==> config.mk <==
export PLATFORM = sky130hd
export DESIGN_NAME = fetch_pc_unit
export DESIGN_NICKNAME = d
export VERILOG_FILES = /design/src/rtl/fetch_pc_unit.sv
export SDC_FILE = /design/constraint.sdc
export NUM_CORES = 1
export LEC_CHECK = 0
export CAP_MARGIN = 20
export CELL_PAD_IN_SITES_DETAIL_PLACEMENT = 1
export CELL_PAD_IN_SITES_GLOBAL_PLACEMENT = 1
export CORE_ASPECT_RATIO = 1.75
export CORE_UTILIZATION = 30
export DETAILED_ROUTE_END_ITERATION = 6
export PLACE_DENSITY = 0.6
export SYNTH_ARGS = -nofsm -noshare
export SYNTH_HDL_FRONTEND = slang
export SYNTH_SLANG_ARGS = --single-unit
export TNS_END_PERCENT = 5
==> constraint.sdc <==
create_clock -name clk_i -period 5.85 [get_ports clk_i]
set_input_delay 1.755 -clock clk_i [delete_from_list [all_inputs] [get_ports clk_i]]
set_output_delay 1.755 -clock clk_i [all_outputs]
set_load 0.005 [all_outputs]
==> src/rtl/fetch_pc_unit.sv <==
// ---------------------------------------------------------------------------
// maverickOne_pkg : core-wide constants shared by the front end.
//
// fetch_pc_unit : instruction-fetch front end sitting directly upstream of
// the branch target buffer.
//   - Owns the architectural fetch PC (pc_q) and presents it to the BTB.
//   - Steers fetch with the BTB's hit/flush/target signals.
//   - Issues one request at a time to instruction memory.
//   - Buffers returned instructions, tagged with their PC and a
//     predicted-taken flag, in a small FIFO toward decode.
//
// Ports:
//   clk_i, arst_i               clock; asynchronous active-high reset
//   pc_o                        current fetch PC (to BTB pc_i)
//   match_found_i               BTB hit for pc_o
//   flush_i, next_pc_i          BTB flush/redirect and target PC
//   imem_req_valid_o/ready_i    instruction memory request handshake
//   imem_req_addr_o             request address (same as pc_o)
//   imem_rsp_valid_i/data_i     in-order response, one per accepted request
//   instr_valid_o/ready_i       decode-side handshake
//   instr_o, instr_pc_o,        FIFO head: instruction, its PC and whether
//   instr_pred_taken_o          it was fetched under a BTB hit
// ---------------------------------------------------------------------------
package maverickOne_pkg;
  localparam int unsigned XLEN = 32;
endpackage

module fetch_pc_unit #(
  parameter int unsigned           XLEN       = maverickOne_pkg::XLEN,
  parameter logic [XLEN-1:0]       RESET_ADDR = '0,
  parameter int unsigned           FQ_DEPTH   = 2
) (
  input  logic            clk_i,
  input  logic            arst_i,
  output logic [XLEN-1:0] pc_o,
  input  logic            match_found_i,
  input  logic            flush_i,
  input  logic [XLEN-1:0] next_pc_i,
  output logic            imem_req_valid_o,
  input  logic            imem_req_ready_i,
  output logic [XLEN-1:0] imem_req_addr_o,
  input  logic            imem_rsp_valid_i,
  input  logic [31:0]     imem_rsp_data_i,
  output logic            instr_valid_o,
  input  logic            instr_ready_i,
  output logic [31:0]     instr_o,
  output logic [XLEN-1:0] instr_pc_o,
  output logic            instr_pred_taken_o
);

  localparam int unsigned PW = (FQ_DEPTH > 1) ? $clog2(FQ_DEPTH) : 1;
  localparam int unsigned CW = $clog2(FQ_DEPTH + 1);

  // WAIT: a response is owed and will be kept.
  // DROP: a response is owed but belongs to a flushed path.
  typedef enum logic [1:0] {
    S_REQ  = 2'd0,
    S_WAIT = 2'd1,
    S_DROP = 2'd2
  } state_t;

  state_t          state;
  logic [XLEN-1:0] pc_q;
  logic [XLEN-1:0] req_pc_q;
  logic            pt_q;

  logic [31:0]     data_mem [FQ_DEPTH];
  logic [XLEN-1:0] pc_mem   [FQ_DEPTH];
  logic            pt_mem   [FQ_DEPTH];
  logic [PW-1:0]   rd_ptr;
  logic [PW-1:0]   wr_ptr;
  logic [CW-1:0]   fifo_count;

  logic            outstanding;
  logic            space;
  logic            handshake;
  logic            push;
  logic            pop;
  logic [XLEN-1:0] target;

  // BTB targets are word aligned by force; low bits of next_pc_i are ignored.
  assign target = {next_pc_i[XLEN-1:2], 2'b00};

  // A request is only issued if its response is guaranteed a FIFO slot, so
  // the outstanding response counts against capacity.
  assign outstanding = (state != S_REQ);
  assign space       = ({1'b0, fifo_count} + {{CW{1'b0}}, outstanding})
                       < (CW+1)'(FQ_DEPTH);

  assign pc_o             = pc_q;
  assign imem_req_addr_o  = pc_q;
  assign imem_req_valid_o = ~arst_i & (state == S_REQ) & space & ~flush_i;
  assign handshake        = imem_req_valid_o & imem_req_ready_i;

  // Flush kills both the incoming response and any same-cycle pop.
  assign push = (state == S_WAIT) & imem_rsp_valid_i & ~flush_i;

  assign instr_valid_o      = (fifo_count != '0);
  assign pop                = instr_valid_o & instr_ready_i & ~flush_i;
  assign instr_o            = data_mem[rd_ptr];
  assign instr_pc_o         = pc_mem[rd_ptr];
  assign instr_pred_taken_o = pt_mem[rd_ptr];

  // NOTE: sequential state uses non-blocking assignments only, so every
  // always_ff reads the pre-edge value of every register regardless of order.
  always_ff @(posedge clk_i or posedge arst_i) begin
    if (arst_i) begin
      state      <= S_REQ;
      pc_q       <= RESET_ADDR;
      req_pc_q   <= RESET_ADDR;
      pt_q       <= 1'b0;
      rd_ptr     <= '0;
      wr_ptr     <= '0;
      fifo_count <= '0;
    end else if (flush_i) begin
      pc_q       <= target;
      rd_ptr     <= '0;
      wr_ptr     <= '0;
      fifo_count <= '0;
      unique case (state)
        S_WAIT:  state <= imem_rsp_valid_i ? S_REQ : S_DROP;
        S_DROP:  state <= imem_rsp_valid_i ? S_REQ : S_DROP;
        default: state <= S_REQ;
      endcase
    end else begin
      unique case (state)
        S_REQ: begin
          if (handshake) begin
            pt_q     <= match_found_i;
            req_pc_q <= pc_q;
            pc_q     <= match_found_i ? target : pc_q + XLEN'(4);
            state    <= S_WAIT;
          end
        end
        S_WAIT:  if (imem_rsp_valid_i) state <= S_REQ;
        S_DROP:  if (imem_rsp_valid_i) state <= S_REQ;
        default: state <= S_REQ;
      endcase
      // Depth is a power of two, so pointers wrap on their own.
      wr_ptr     <= wr_ptr + PW'(push);
      rd_ptr     <= rd_ptr + PW'(pop);
      fifo_count <= fifo_count + CW'(push) - CW'(pop);
    end
  end

  // NOTE: the FIFO storage has no reset; validity is tracked entirely by
  // fifo_count, and leaving the array unreset lets it map onto plain flops
  // or a register file without a reset tree.
  always_ff @(posedge clk_i) begin
    if (push) begin
      data_mem[wr_ptr] <= imem_rsp_data_i;
      pc_mem[wr_ptr]   <= req_pc_q;
      pt_mem[wr_ptr]   <= pt_q;
    end
  end

endmodule
==> results.py, run 1 <==
metrics = {
    "global_routing": {
        "first_global_vias": 5895,
        "grt_pass1_wl_mm": 34.2,
        "grt_start_max_net_pins": 65,
        "globalRouteOverflowTotal": 0,
        "grt_use_met3_pct": 3.51,
        "grt-busiest-layer": "met2",
        "use_met2_pct": 30.2,
        "groute.layer.met1.usage_pct": 17.1,
        "grt_antenna_before_repair": 0,
        "track_usage_pct": 16.1,
    },
    "synth": {
        "post_synth_inst_count": 603,
        "dominant_combinational_cell_family_by_area_after_synthesis": "multiplexers",
        "synth-compound-area-share_pct": 6.12,
        "synthFlopType": "sky130_fd_sc_hd__edfxtp_1",
        "ys_seq_elements": 193,
        "yosys.area_share.simple_pct": 9.10,
        "asyncSetResetFlopFracSynth_pct": 34.7,
        "post_synth_num_cell_types": 55,
        "netlist_area_mm2": 0.00852,
        "post_synth_xor_area_fraction_pct": 0.308,
        "synthesized_area_per_cell_um2": 14.1,
        "synth_enable_flop_cells": 126,
        "yosysWarningCount": 0,
        "mux_cell_area_share_after_synthesis_pct": 13.3,
        "yosysSeqAreaShare_pct": 64.1,
        "post_synth_fa_ha_maj_area_fraction_pct": 1.17,
    },
    "detailed_routing": {
        "vias": 5452,
        "drt_wl_total_mm": 22.8,
        "vias_per_cell": 4.78,
        "route.antenna.remaining_nets": 0,
        "drc": 0,
        "firstDrtPassIters": 5,
        "drt-initial-drc-count": 287,
        "routed_wire_length_per_instance_um": 20.0,
    },
    "sta": {
        "finalClockSkew_ns": 0.00977,
        "endpoints_failing_hold": 0,
        "worst_slack_ns": 0.767,
        "timing.fmax_mhz": 197,
        "timing.slew.headroom_pct": 32.9,
        "timing.final.crit_period_ns": 5.08,
        "report.final.setup_viol": 0,
        "timing.final.crit_share_pct": 86.9,
        "setup_tns_ns": 0,
        "final_max_slew_viol_count": 0,
        "setup_repair_after_global_routing_missed_its_margin": "no",
        "timing_worst_slew_pin_value_ns": 1.01,
    },
    "status": {
        "result_of_the_run": "complete, no violations",
    },
    "placed_design": {
        "dp_hpwl_mm": 15.9,
        "placement.setup.worst_slack_ns": 0.725,
        "dpl-instance-area_mm2": 0.0106,
        "finalWeightedCongestion": 0.797,
        "dp_cells": 1107,
        "port_buffers": 193,
    },
    "critical_path": {
        "worst_setup_path_start_kind": "primary input",
        "end_kind": "primary output",
        "critical_path.cell_chain": "clkdlybuf4s50_1 -> nor2_1 -> and3b_1 -> clkdlybuf4s50_1",
        "worst_path_dominant_cell_family": "buffers and inverters",
        "crit_buf_inv": 2,
        "critical_path_class": "primary input to primary output",
        "critPathMaxFanout": 5,
        "timing.reg2reg.setup_slack_ns": 3.25,
        "rr_worst_depth": 7,
        "crit_top_cell": "sky130_fd_sc_hd__clkdlybuf4s50_1",
        "critical_path.max_stage_delay_ns": 0.50,
        "cpMaxStageDelayCell": "sky130_fd_sc_hd__clkdlybuf4s50_1",
        "critical_path_depth": 4,
        "worstPathArrival_ns": 3.33,
        "critPathRequiredTime_ns": 4.09,
    },
    "layout": {
        "layout_cells_sized_above_1_pct": 19.0,
        "mostFrequentLayoutCells": "sky130_fd_sc_hd__clkdlybuf4s50_1 (193), sky130_fd_sc_hd__edfxtp_1 (126), sky130_fd_sc_hd__mux2_2 (92), sky130_fd_sc_hd__dfrtp_1 (66), sky130_fd_sc_hd__nor2_1 (26)",
        "n_antenna_cell": 0,
        "area_taken_by_multi_input_logic_gates_mm2": 0.00261,
        "layout.cells.non_filler": 1140,
        "syn_to_final_growth_pct": 30.8,
        "seq_area_mm2": 0.00546,
        "design.final.nets": 833,
        "finish.utilization_pct": 39.8,
        "design_area_mm2": 0.0111,
        "layout.cells.most_common": "sky130_fd_sc_hd__clkdlybuf4s50_1",
        "nFillCells": 2936,
    },
    "clocking": {
        "clock_tree.htree_level_count": 4,
        "cts_hold_buf": 0,
        "cts-buffers-inserted": 17,
        "postCtsSetupRepairBufs": 0,
        "cts_root_buffer": "sky130_fd_sc_hd__clkbuf_16",
        "max-clock-path-buffers": 2,
        "clock_sinks": 193,
        "postCtsResizedCells": 0,
        "clk-insertion-delay-late_ns": 0.44,
        "cts_tree": "done",
        "clk_pin_slew_worst_paths_ns": 0.07,
    },
    "floorplan": {
        "die_width_um": 129,
        "std_cell_rows": 81,
        "die_h_um": 225,
        "ioPinCount": 202,
        "core_mm2": 0.0280,
        "fp.dieArea_mm2": 0.0291,
        "initial_core_util_pct": 30.5,
    },
    "hold_path": {
        "hp-class": "flop to flop",
        "worst_hold_path_depth": 0,
    },
    "run": {
        "drv.max_cap_violation_count": 0,
    },
    "power_and_ir_drop": {
        "powerDensity_mw_per_mm2": 315,
        "vdd.ir_drop.worst_v": 0.000209,
        "power.static_leakage_nw": 3.98,
    },
}
[metrics by stage]
stage,power (mW),hold WS [ns]
3_3_place_gp,2.35,0.445
5_1_grt,3.66,0.488
3_5_place_dp,2.39,0.454
2_1_floorplan,2.10,0.437
6_report,3.51,0.470
4_1_cts,3.56,0.471
[state kept, by name (all words and copies together), names as in the netlist]
name / cells
data_mem: 64
pc_mem: 60
imem_req_addr_o: 30
req_pc_q: 30
fifo_count: 2
pt_mem: 2
state: 2
pt_q: 1
rd_ptr: 1
wr_ptr: 1
[layout make-up]
type,count,share of cell area (%)
Clock inverter,8,0.685
Tap cell,373,4.19
Multi-Input combinational cell,333,23.5
Inverter,9,0.314
Clock buffer,24,4.52
Timing Repair Buffer,200,17.8
Sequential cell,193,49.0
[power by group]
group,internal (mW),switching (mW),leakage (nW)
logic,0.320,0.202,1.77
registers,1.65,0.173,1.93
clock network,0.650,0.512,0.281
[Yosys cell counts (all sizes together) (2+ instances only)]
library cell / instances / area share, %
edfxtp: 126 / 44
mux2: 92 / 12
dfrtp: 67 / 20
buf: 46 / 4.0
clkbuf: 27 / 1.4
nor2: 27 / 1.2
a21oi: 18 / 1.1
nand2: 18 / 0.79
nand3: 15 / 0.88
nand4: 15 / 1.1
and3: 13 / 1.0
o21ai: 12 / 0.70
and4: 11 / 1.2
a211oi: 10 / 0.88
mux2i: 10 / 1.2
a31oi: 9 / 0.66
and2: 9 / 0.69
inv: 9 / 0.40
ha: 8 / 1.2
nand2b: 8 / 0.59
o22a: 6 / 0.63
a311oi: 4 / 0.41
nor2b: 4 / 0.29
nor4: 4 / 0.37
o211ai: 4 / 0.35
or3: 4 / 0.29
a21o: 3 / 0.26
nor3: 3 / 0.18
or2: 2 / 0.15
or4: 2 / 0.18
xor2: 2 / 0.21
[cell families (layout without fill, tap and decap cells)]
group,count (synthesis),in the layout
flip-flops,193,193
XOR/XNOR,3,3
multiplexers,102,102
buffers and inverters,82,241
AND/OR/NAND/NOR,137,137
adder cells (fa/ha/maj),8,8
AO/OA/AOI/OAI,77,77
other,1,6
[metal layers]
metal	wire length [um]	vias up	share of wire [%]
met5	0	-	0
met1	8630	2761	38
met2	12800	142	56
li1	-	2530	-
met3	873	19	3.8
met4	435	0	1.9
[worst paths after layout]
path                              from                  end
max reg2reg                   state[0]  imem_req_addr_o[22]
max                             arst_i     imem_req_valid_o
max in group asynchronous       arst_i  imem_req_addr_o[26]
min in group asynchronous       arst_i          req_pc_q[4]
min                        req_pc_q[3]         pc_mem[1][3]
min reg2reg                req_pc_q[3]         pc_mem[1][3]
Power figures use the tool's default switching activity.
==> run 2: changes to the inputs <==
- ABC_AREA: not set -> 0
==> results of run 2 <==
Same layout as run 1: the final DEF is identical, and so are final timing and power.
==> run 3: changes to the inputs <==
- CORE_MARGIN: not set -> 5
- GPL_ROUTABILITY_DRIVEN: not set -> 0
- PLACE_DENSITY: 0.6 -> 0.63
- clock period: 5.85 -> 4.63 ns (I/O delays scaled with it)
==> results.py, run 3 (same netlist as run 1, synthesis figures left out) <==
metrics = {
    "clocking": {
        "clk-insertion-delay-late_ns": 0.44,
        "clock_tree.htree_level_count": 4,
        "cts_root_buffer": "sky130_fd_sc_hd__clkbuf_16",
        "cts_tree": "done",
        "clock_sinks": 193,
        "max-clock-path-buffers": 2,
        "cts_hold_buf": 0,
        "postCtsResizedCells": 0,
        "cts-buffers-inserted": 17,
        "postCtsSetupRepairBufs": 0,
        "clk_pin_slew_worst_paths_ns": 0.07,
    },
    "critical_path": {
        "end_kind": "primary output",
        "endpoint": "imem_req_valid_o",
        "worstSetupStartpoint": "flush_i",
        "timing.reg2reg.setup_slack_ns": 2.25,
        "reg2reg_from": "state[0]",
        "worst_setup_path_start_kind": "primary input",
        "worstPathArrival_ns": 2.76,
        "critPathMaxFanout": 3,
        "rr_worst_depth": 7,
        "critPathRequiredTime_ns": 3.24,
        "r2r-end": "imem_req_addr_o[17]",
        "critical_path_class": "primary input to primary output",
    },
    "detailed_routing": {
        "route.antenna.remaining_nets": 0,
        "firstDrtPassIters": 4,
        "drc": 0,
        "vias": 5520,
        "drt-initial-drc-count": 328,
        "vias_per_cell": 4.82,
        "drt_wl_total_mm": 23.8,
        "routed_wire_length_per_instance_um": 20.8,
    },
    "layout": {
        "n_antenna_cell": 0,
        "largestRegisters": "data_mem (64), pc_mem (60)",
        "design_area_mm2": 0.0112,
        "syn_to_final_growth_pct": 31.5,
        "seq_area_mm2": 0.00546,
        "layout.cells.most_common": "sky130_fd_sc_hd__clkdlybuf4s50_1",
        "area_taken_by_multi_input_logic_gates_mm2": 0.00261,
        "largest_register_ff_count": 64,
        "design.final.nets": 838,
        "nFillCells": 2932,
        "layout_cells_sized_above_1_pct": 19.8,
        "mostFrequentLayoutCells": "sky130_fd_sc_hd__clkdlybuf4s50_1 (193), sky130_fd_sc_hd__edfxtp_1 (126), sky130_fd_sc_hd__mux2_2 (92), sky130_fd_sc_hd__dfrtp_1 (66), sky130_fd_sc_hd__nor2_1 (26)",
        "largest-register": "data_mem",
    },
    "floorplan": {
        "ioPinCount": 202,
        "fp.dieArea_mm2": 0.0320,
        "die_width_um": 137,
        "initial_core_util_pct": 30.5,
        "core_mm2": 0.0280,
        "std_cell_rows": 81,
        "die_h_um": 233,
    },
    "placed_design": {
        "dp_hpwl_mm": 17.2,
        "placement.setup.worst_slack_ns": 0.470,
        "port_buffers": 193,
        "dpl-instance-area_mm2": 0.0106,
    },
    "sta": {
        "timing.slew.headroom_pct": 43.4,
        "timing_worst_slew_pin_value_ns": 0.848,
        "worst_slack_ns": 0.484,
        "report.final.setup_viol": 0,
        "final_max_slew_viol_count": 0,
        "timing.fmax_mhz": 241,
        "timing.final.crit_share_pct": 89.5,
        "setup_tns_ns": 0,
        "timing.final.crit_period_ns": 4.15,
        "finalClockSkew_ns": 0.00958,
        "setup_repair_after_global_routing_missed_its_margin": "no",
        "hold-worst-slack_ns": 0.466,
        "endpoints_failing_hold": 0,
    },
    "power_and_ir_drop": {
        "p_total_mw": 4.37,
        "power.static_leakage_nw": 4.00,
        "vdd.ir_drop.worst_v": 0.000265,
        "powerDensity_mw_per_mm2": 390,
    },
    "global_routing": {
        "first_global_vias": 6133,
        "track_usage_pct": 15.1,
        "grt_pass1_wl_mm": 36.0,
        "grt_start_max_net_pins": 55,
        "grt_antenna_before_repair": 0,
        "globalRouteOverflowTotal": 0,
    },
    "status": {
        "result_of_the_run": "complete, no violations",
    },
    "run": {
        "drv.max_cap_violation_count": 0,
    },
    "hold_path": {
        "hp-class": "flop to flop",
    },
}
run 3: critical path, cell delays in order:
cell and delay (ns):
sky130_fd_sc_hd__clkdlybuf4s50_1 0.45, sky130_fd_sc_hd__nor2b_1 0.20, sky130_fd_sc_hd__and3b_1 0.21, sky130_fd_sc_hd__clkdlybuf4s50_1 0.51
run 3: per-layer routing:
metal / up-vias / wire length (um) / GRT usage (%)
li1: 2544 / - / -
met1: 2801 / 8560 / 15.4
met2: 147 / 13600 / 29.0
met3: 28 / 1040 / 3.12
met4: 0 / 544 / 6.09
met5: - / 0 / 0
run 3: stage by stage:
step,cells,utilization [%]
3_5_place_dp,1111,38.0
2_1_floorplan,608,-
5_1_grt,1145,40.1
6_report,1145,40.1
3_3_place_gp,1111,38.0
4_1_cts,1143,39.9
run 3: how the worst min path moves through the flow:
stage / start / endpoint / slack (ns) / cells after the start
CTS: req_pc_q[24] / pc_mem[1][24] / 0.47 / 0
detailed placement: req_pc_q[24] / pc_mem[1][24] / 0.45 / 0
floorplan: req_pc_q[10] / pc_mem[0][10] / 0.44 / 0
global route: req_pc_q[18] / pc_mem[1][18] / 0.49 / 0
finish: req_pc_q[26] / pc_mem[1][26] / 0.47 / 0
global placement: pt_q / pt_mem[0] / 0.44 / 0
run 3: power by group:
group / switching [mW] / internal [mW] / leakage [nW]
clock network: 0.629 / 0.764 / 0.256
logic: 0.268 / 0.411 / 1.82
registers: 0.211 / 2.09 / 1.93
total: 1.11 / 3.26 / 4.00
run 3: cell type report:
cell class              count  share of cell area (%)
multi-input cells         333                    23.3
clock buffers              22                    4.14
inverters                   9                   0.313
flip-flops and latches    193                    48.7
well taps                 373                    4.16
clock inverters            10                   0.770
repair buffers            205                    18.6
